### src/rtl/life_scan_ctl_if.sv
// Scan-controller bus for the Life LED matrix: enable/swap inputs, scan index and frame status outputs.
// Ports: enable, swap_req (to controller); cnt {row,col}, blank, frame_done, swap_ack, buf_sel (from controller).
// master = scan controller side, slave = display/engine side.
interface life_scan_ctl_if #(
   parameter int LOG2X = 3,
   parameter int LOG2Y = 3
);
   logic                   enable;
   logic                   swap_req;
   logic [LOG2X+LOG2Y-1:0] cnt;
   logic                   blank;
   logic                   frame_done;
   logic                   swap_ack;
   logic                   buf_sel;

   modport master (
      input  enable, swap_req,
      output cnt, blank, frame_done, swap_ack, buf_sel
   );

   modport slave (
      output enable, swap_req,
      input  cnt, blank, frame_done, swap_ack, buf_sel
   );
endinterface

### src/rtl/life_scan_ctl.sv
// Scan sequencer: steps the {row,col} cell index at a prescaled rate, blanks at row changes,
// and applies frame-buffer swaps only at frame boundaries. All outputs registered (1-cycle latency).
// No backpressure: enable=0 parks the scan in IDLE (blanked, cnt=0) while keeping a pending swap.
// Ports: clk, reset (async, active-low), bus (life_scan_ctl_if.master).
// Build option LIFE_SCAN_BLANK_EN: when defined, BLANK_CYC blanking cycles follow each row change.
module life_scan_ctl #(
   parameter int X         = 8,
   parameter int Y         = 8,
   parameter int LOG2X     = 3,
   parameter int LOG2Y     = 3,
   parameter int PRESCALE  = 16,
   parameter int BLANK_CYC = 2
) (
   input logic              clk,
   input logic              reset,
   life_scan_ctl_if.master  bus
);

   localparam int PW = (PRESCALE > 1) ? $clog2(PRESCALE) : 1;
   localparam logic [PW-1:0]    PRE_LAST = PW'(PRESCALE - 1);
   localparam logic [LOG2Y-1:0] COL_LAST = LOG2Y'(Y - 1);
   localparam logic [LOG2X-1:0] ROW_LAST = LOG2X'(X - 1);

`ifdef LIFE_SCAN_BLANK_EN
   localparam int BW = (BLANK_CYC > 1) ? $clog2(BLANK_CYC) : 1;
   localparam logic [BW-1:0] BLK_LAST = BW'(BLANK_CYC - 1);
   typedef enum logic [1:0] {IDLE, SCAN, BLANK} state_t;
   logic [BW-1:0] blk_cnt, blk_cnt_nx;
`else
   typedef enum logic {IDLE, SCAN} state_t;
`endif

   state_t            state, state_nx;
   logic [LOG2X-1:0]  row, row_nx;
   logic [LOG2Y-1:0]  col, col_nx;
   logic [PW-1:0]     presc, presc_nx;
   logic              blank, blank_nx;
   logic              frame_done, frame_done_nx;
   logic              swap_ack, swap_ack_nx;
   logic              buf_sel, buf_sel_nx;
   logic              pend, pend_nx;

   always_ff @(posedge clk or negedge reset) begin
      if (!reset) begin
         state      <= IDLE;
         row        <= '0;
         col        <= '0;
         presc      <= '0;
         blank      <= 1'b1;
         frame_done <= 1'b0;
         swap_ack   <= 1'b0;
         buf_sel    <= 1'b0;
         pend       <= 1'b0;
`ifdef LIFE_SCAN_BLANK_EN
         blk_cnt    <= '0;
`endif
      end else begin
         state      <= state_nx;
         row        <= row_nx;
         col        <= col_nx;
         presc      <= presc_nx;
         blank      <= blank_nx;
         frame_done <= frame_done_nx;
         swap_ack   <= swap_ack_nx;
         buf_sel    <= buf_sel_nx;
         pend       <= pend_nx;
`ifdef LIFE_SCAN_BLANK_EN
         blk_cnt    <= blk_cnt_nx;
`endif
      end
   end

   always_comb begin
      state_nx      = state;
      row_nx        = row;
      col_nx        = col;
      presc_nx      = presc;
      blank_nx      = blank;
      frame_done_nx = 1'b0;
      swap_ack_nx   = 1'b0;
      buf_sel_nx    = buf_sel;
      // A request is remembered whatever the scan is doing; only a frame end consumes it.
      pend_nx       = pend | bus.swap_req;
`ifdef LIFE_SCAN_BLANK_EN
      blk_cnt_nx    = blk_cnt;
`endif
      if (!bus.enable) begin
         // Disable wins over any tick in the same cycle: no frame_done, no swap.
         state_nx = IDLE;
         row_nx   = '0;
         col_nx   = '0;
         presc_nx = '0;
         blank_nx = 1'b1;
      end else begin
         case (state)
            IDLE: begin
               state_nx = SCAN;
               row_nx   = '0;
               col_nx   = '0;
               presc_nx = '0;
               blank_nx = 1'b0;
            end
            SCAN: begin
               if (presc == PRE_LAST) begin
                  presc_nx = '0;
                  if (col != COL_LAST) begin
                     col_nx = col + LOG2Y'(1);
                  end else begin
                     col_nx = '0;
                     row_nx = (row == ROW_LAST) ? '0 : row + LOG2X'(1);
`ifdef LIFE_SCAN_BLANK_EN
                     state_nx   = BLANK;
                     blank_nx   = 1'b1;
                     blk_cnt_nx = '0;
`endif
                     if (row == ROW_LAST) begin
                        frame_done_nx = 1'b1;
                        // A request arriving on the frame-end tick itself still makes this frame.
                        if (pend || bus.swap_req) begin
                           buf_sel_nx  = ~buf_sel;
                           swap_ack_nx = 1'b1;
                           pend_nx     = 1'b0;
                        end
                     end
                  end
               end else begin
                  presc_nx = presc + PW'(1);
               end
            end
`ifdef LIFE_SCAN_BLANK_EN
            BLANK: begin
               if (blk_cnt == BLK_LAST) begin
                  state_nx = SCAN;
                  blank_nx = 1'b0;
                  presc_nx = '0;
               end else begin
                  blk_cnt_nx = blk_cnt + BW'(1);
               end
            end
`endif
            default: state_nx = IDLE;
         endcase
      end
   end

   assign bus.cnt        = {row, col};
   assign bus.blank      = blank;
   assign bus.frame_done = frame_done;
   assign bus.swap_ack   = swap_ack;
   assign bus.buf_sel    = buf_sel;

endmodule

### src/flat_wrapper.sv
// flat-port wrapper written by rule: the top's interface ports become plain ports
module life_scan_ctl_flat 
#(
   parameter int X         = 8,
   parameter int Y         = 8,
   parameter int LOG2X     = 3,
   parameter int LOG2Y     = 3,
   parameter int PRESCALE  = 16,
   parameter int BLANK_CYC = 2
)
  (clk, reset, bus_enable, bus_swap_req, bus_cnt, bus_blank, bus_frame_done, bus_swap_ack, bus_buf_sel);
  life_scan_ctl_if #(.LOG2X(LOG2X), .LOG2Y(LOG2Y)) bus_i ();
  input logic clk;
  input logic reset;
  input wire logic [$bits(bus_i.enable)-1:0] bus_enable;
  input wire logic [$bits(bus_i.swap_req)-1:0] bus_swap_req;
  output wire logic [$bits(bus_i.cnt)-1:0] bus_cnt;
  output wire logic [$bits(bus_i.blank)-1:0] bus_blank;
  output wire logic [$bits(bus_i.frame_done)-1:0] bus_frame_done;
  output wire logic [$bits(bus_i.swap_ack)-1:0] bus_swap_ack;
  output wire logic [$bits(bus_i.buf_sel)-1:0] bus_buf_sel;
  assign bus_i.enable = bus_enable;
  assign bus_i.swap_req = bus_swap_req;
  assign bus_cnt = bus_i.cnt;
  assign bus_blank = bus_i.blank;
  assign bus_frame_done = bus_i.frame_done;
  assign bus_swap_ack = bus_i.swap_ack;
  assign bus_buf_sel = bus_i.buf_sel;
  life_scan_ctl #(.X(X), .Y(Y), .LOG2X(LOG2X), .LOG2Y(LOG2Y), .PRESCALE(PRESCALE), .BLANK_CYC(BLANK_CYC)) u_core (.clk(clk), .reset(reset), .bus(bus_i));
endmodule
### config.mk
export PLATFORM = sky130hd
export DESIGN_NAME = life_scan_ctl_flat
export DESIGN_NICKNAME = d
export VERILOG_FILES = /design/src/rtl/life_scan_ctl_if.sv /design/src/rtl/life_scan_ctl.sv /design/src/flat_wrapper.sv
export SDC_FILE = /design/constraint.sdc
export NUM_CORES = 1
export LEC_CHECK = 0
export CAP_MARGIN = 20
export CORE_MARGIN = 2
export CORE_UTILIZATION = 40
export CTS_CLUSTER_SIZE = 20
export DETAILED_ROUTE_END_ITERATION = 8
export GPL_TIMING_DRIVEN = 0
export PLACE_DENSITY = 0.76
export SYNTH_ARGS = -nofsm -noshare
export SYNTH_HDL_FRONTEND = slang
export SYNTH_SLANG_ARGS = --single-unit
### constraint.sdc
create_clock -name clk -period 2.5 [get_ports clk]
set_input_delay 0.25 -clock clk [delete_from_list [all_inputs] [get_ports clk]]
set_output_delay 0.25 -clock clk [all_outputs]
set_load 0.1 [all_outputs]
After elaboration in Yosys (flattened, before gate mapping)
Cells that the tools add are included.

word-level totals
  bits in read-only memories = 0
  memories = 0
  input port bits = 4
  bits in latches = 0
  bits in registers = 16
  logic and storage cells = 57
  RAM bits = 0

cells by class
  bitwise operators = 4
  divide/modulo/power cells = 0
  multipliers = 0
  order comparisons = 0
  reductions and logical operators = 3
  $add $sub $neg = 3
  eq/ne operators = 6
  muxes and demuxes = 32
  shift operators = 0

operators with widths
  kind                                          count
  2-to-1 mux 3 bit                              7
  2-to-1 mux 1 bit                              20
  one-hot mux 3 bit (2 select lines)            2
  != test 3 bit (second input constant)         3
  2-to-1 mux 4 bit                              2
  one-hot mux 4 bit (2 select lines)            1
  adder 3 x 1 -> 3 bit (second input constant)  2
  AND reduction 6 bit                           1
  adder 4 x 1 -> 4 bit (second input constant)  1
  equality test 4 bit (second input constant)   1
  equality test 3 bit (second input constant)   1
  NOT 1 bit                                     3
  != test 2 bit (second input constant)         1
  AND reduction 2 bit                           1
  logical OR 1 bit                              1
  OR 1 bit                                      1

Depth between registers and ports, before layout
  depth in word-level cells = 7
  gate-level depth with buffers = 5

Least setup slack after synthesis
Ideal clock, no wire load.

  path type = register -> register
  start point = reg u_core.col[0]
  end point = reg u_core.row[1]
  arrival time = 2.067 ns
  required time = 2.421 ns
  setup time = 0.079 ns
  period minus slack after synthesis = 2.146 ns
  path slack = 0.354 ns
  stages on the path, launching flop included = 6
  path through = dfrtp_1 ha_1 ha_1 nand4_4 or3b_1 a21oi_1

between the ends
  word-level cells in the longest chain between the ends = 3

RTL lines
  item                           RTL line              source
  start: declaration             life_scan_ctl.sv:35   logic [LOG2Y-1:0] col, col_nx;
  start signal: assignment       life_scan_ctl.sv:60   col <= col_nx;
  != test 3 bit                  life_scan_ctl.sv:106  if (col != COL_LAST) begin
  != test 3 bit (no line)        n/a
  AND reduction 2 bit (no line)  n/a
  end signal: assignment         life_scan_ctl.sv:59   row <= row_nx;
  end: declaration               life_scan_ctl.sv:34   logic [LOG2X-1:0] row, row_nx;

No other way between the ends.
A chain may end at the register's enable or synchronous reset.

Final worst setup path
  start point = reg u_core.blank (netlist: u_core.bus.blank)
  end point = out bus_blank

RTL lines
  item                      RTL line             source
  start: declaration        life_scan_ctl.sv:37  logic blank, blank_nx;
  start signal: assignment  life_scan_ctl.sv:62  blank <= blank_nx;
  end: declaration          flat_wrapper.sv:18   output wire logic [$bits(bus_i.blank)-1:0] bus_blank;

No word-level cell between the ends.

==> impl_metrics.toml <==
[outcome]
status = "complete, no violations"

[floorplanning]
start_util = 0.438
core_sq_um = 1560
num_rows = 14
die_area_sq_um = 2050
die_w_um = 45.3
ios = 14
chipHeight_um = 45.3

[clock_network]
cts_buffers = 3
cts_setup_buffers = 0
clk_latency_ps = 280
cts_resized = 0
cts.sinks = 16
clock-root-buffer = "clkbuf_4"
postCtsHoldBufs = 0
cts_tree = "done"
clk_pin_slew_ps = 100
clk_path_buf_depth = 2
cts_max_level = 1

[power]
internal-power_mw = 0.333
power_mw = 0.434
power.leakage_nw = 0.408
pwr-share-seq = 0.613
sw_frac_of_total = 0.233
clkPwrFrac = 0.326
p_sw_mw = 0.101
ir_drop_v = 0.000435
p_per_area_nw_per_um2 = 504
p_comb_frac = 0.061

[synth]
synthDistinctLibCells = 19
yosys.area_share.simple = 0.209
synthAdderAreaFrac = 0.0916
synth_xor_area_frac = 0.0256
synth_top_family_by_area = "simple AND/OR/NAND/NOR gates"
synthCells = 57
synth-compound-area-share = 0.0513
yosysWarningCount = 0
syn-num-nets = 66
syn_area_sq_um = 683
avgSynthCellArea_sq_um = 12.0
ys_seq_elements = 16
ys_seq_area_frac = 0.588
muxShareOfSynthArea = 0.0293

[sta]
final.period_utilization = 0.877
slew_viol_final = 0
fin_crit_ps = 2190
worst_pin_slew_ps = 968
fmax_ghz = 0.456
setup_ws_ps = 307
rsz0062_at_grt = "false"
slew_headroom = 0.353
finalClockSkew_ps = 9.63
setup-violations-final = 0
finalHoldViolCount = 0
tns_ps = 0

[routing]
antenna_left = 0
wl_per_cell_um = 12.8
firstDrtPassIters = 4
wl_um = 1150
route.vias.total = 483
vias_per_cell = 5.37
drc = 0
drt_iter0_markers = 3

[critical_path]
ff2ff_path_depth = 5
cp_max_fo = 2
crit_chain = "clkdlybuf4s50_1"
critPathKind = "register to output pin"
slowest_stage = "clkdlybuf4s50_1"
r2r_slack_ps = 930
path_buf_inv = 1
critPathMaxStageDelay_ps = 1130
critPathLaunchType = "register"
cp_data_required_time_ps = 2250
r2r_start = "u_core.col[0]$_DFFE_PN0P_"
end_kind = "output pin"
arrival_ps = 1940
critical-path-top-delay-family = "buffers and inverters"
rr_endpoint = "u_core.row[1]$_DFFE_PN0P_"

[placed_design]
dp_hpwl_um = 802
port_buffers = 13
gp_congestion = 0.708
pre_cts_slack_ps = 617

[layout]
drive_gt1_frac = 0.0811
multi_input_area_sq_um = 278
syn_to_final_growth_pct = 25.8
finish.net_count = 84
final-seq-area_sq_um = 402
fillCellCount = 130
antennaDiodeCount = 0

[grt]
antenna_found_initial = 0
grt_max_degree = 17
grt.overflow.total = 0
grt_pass1_wl_um = 2080
busiest_layer = "met2"
met1_usage = 0.194
track_usage = 0.143
met3_usage = 0.0560
grt_pass1_vias = 482
use_met2 = 0.197

[flow_run]
maxCapViolations = 0

[worst_hold_path]
hold_class = "input pin to async pin"
[worst max-delay path by stage]
stage,endpoint,depth (start not counted),start
floorplan,u_core.row[1]$_DFFE_PN0P_,5,u_core.col[0]$_DFFE_PN0P_
global placement,bus_blank,1,u_core.bus.blank$_DFFE_PN1P_
detailed placement,bus_blank,1,u_core.bus.blank$_DFFE_PN1P_
CTS,bus_blank,1,u_core.bus.blank$_DFFE_PN1P_
global route,bus_blank,1,u_core.bus.blank$_DFFE_PN1P_
finish,bus_blank,1,u_core.bus.blank$_DFFE_PN1P_
[worst reg2reg max path, delay by kind of cell, from the launching register on]
kind / cells / cell delay, ps
simple gates: 2 / 570
flops: 1 / 390
fa+ha+maj: 2 / 390
compound gates: 1 / 150
[state kept, by name, summed over array words and instances (netlist names)]
name                   count
u_core.row                 3
u_core.bus.buf_sel         1
u_core.pend                1
u_core.state               1
u_core.col                 3
u_core.presc               4
u_core.bus.blank           1
u_core.bus.frame_done      1
u_core.bus.swap_ack        1
[layout by cell type (no fill, tap or decap), drive strengths merged]
cell / n
or3b: 2
dfrtp: 15
clkbuf: 4
nor3: 1
o21ai: 1
ha: 5
a21oi: 6
nor3b: 1
nand4: 1
nand4b: 1
xnor2: 1
nor2: 6
inv: 1
clkdlybuf4s50: 13
xor2: 1
mux2i: 2
and3: 1
nand3: 2
or3: 2
nand2: 7
dfstp: 1
[per-stage QoR]
step	area, sq um	std cells	util	hold slack [ps]
3_5_place_dp	833	86	0.535	463
2_1_floorplan	683	57	-	-45.6
5_1_grt	860	90	0.551	464
3_3_place_gp	833	86	0.535	455
6_report	860	90	0.551	386
4_1_cts	860	90	0.551	402
[power by group through the flow]
stage / Clock, mW / Combinational [mW] / Sequential [mW]
floorplan: 0 / 0.00449 / 0.279
finish: 0.142 / 0.0264 / 0.266
detailed placement: 0 / 0.0268 / 0.271
CTS: 0.147 / 0.0269 / 0.266
global placement: 0 / 0.0264 / 0.271
global route: 0.157 / 0.0294 / 0.266
[layer usage]
metal  share of wire  vias to the layer above
li1                -                      236
met1            0.49                      231
met2            0.44                       14
met3           0.050                        2
met4           0.010                        0
met5               0                        -
[synth_stat cells]
cell | instances | area, sq um
mux2i_1 | 2 | 20.0
nor3_2 | 1 | 10.0
nand4b_1 | 1 | 8.76
nand3_1 | 2 | 10.0
nand4_4 | 1 | 21.3
nor2_1 | 6 | 22.5
or3_1 | 2 | 12.5
dfrtp_1 | 15 | 375
inv_1 | 1 | 3.75
ha_1 | 5 | 62.6
xor2_1 | 1 | 8.76
o21ai_0 | 1 | 5.00
nor3b_1 | 1 | 7.51
or3b_1 | 2 | 17.5
nand2_1 | 7 | 26.3
dfstp_2 | 1 | 26.3
xnor2_1 | 1 | 8.76
a21oi_1 | 6 | 30.0
and3_1 | 1 | 6.26
[cell families (layout without fill, tap and decap cells)]
| kind of cell | after synthesis | in the layout |
|---|---|---|
| AOI/OAI and AO/OA | 7 | 7 |
| xor gates and xnor gates | 2 | 2 |
| adders and majority gates | 5 | 5 |
| buffers and inverters | 1 | 18 |
| DFF | 16 | 16 |
| muxes | 2 | 2 |
| and+or+nand+nor | 24 | 24 |
[final cells by class]
class	instances	share of cell area
inverter	1	0.00437
sequential	16	0.467
tap	16	0.0233
multi-input combinational	40	0.323
clock buffer	4	0.0306
timing repair buffer	13	0.151
(Power assumes the default switching activity.)
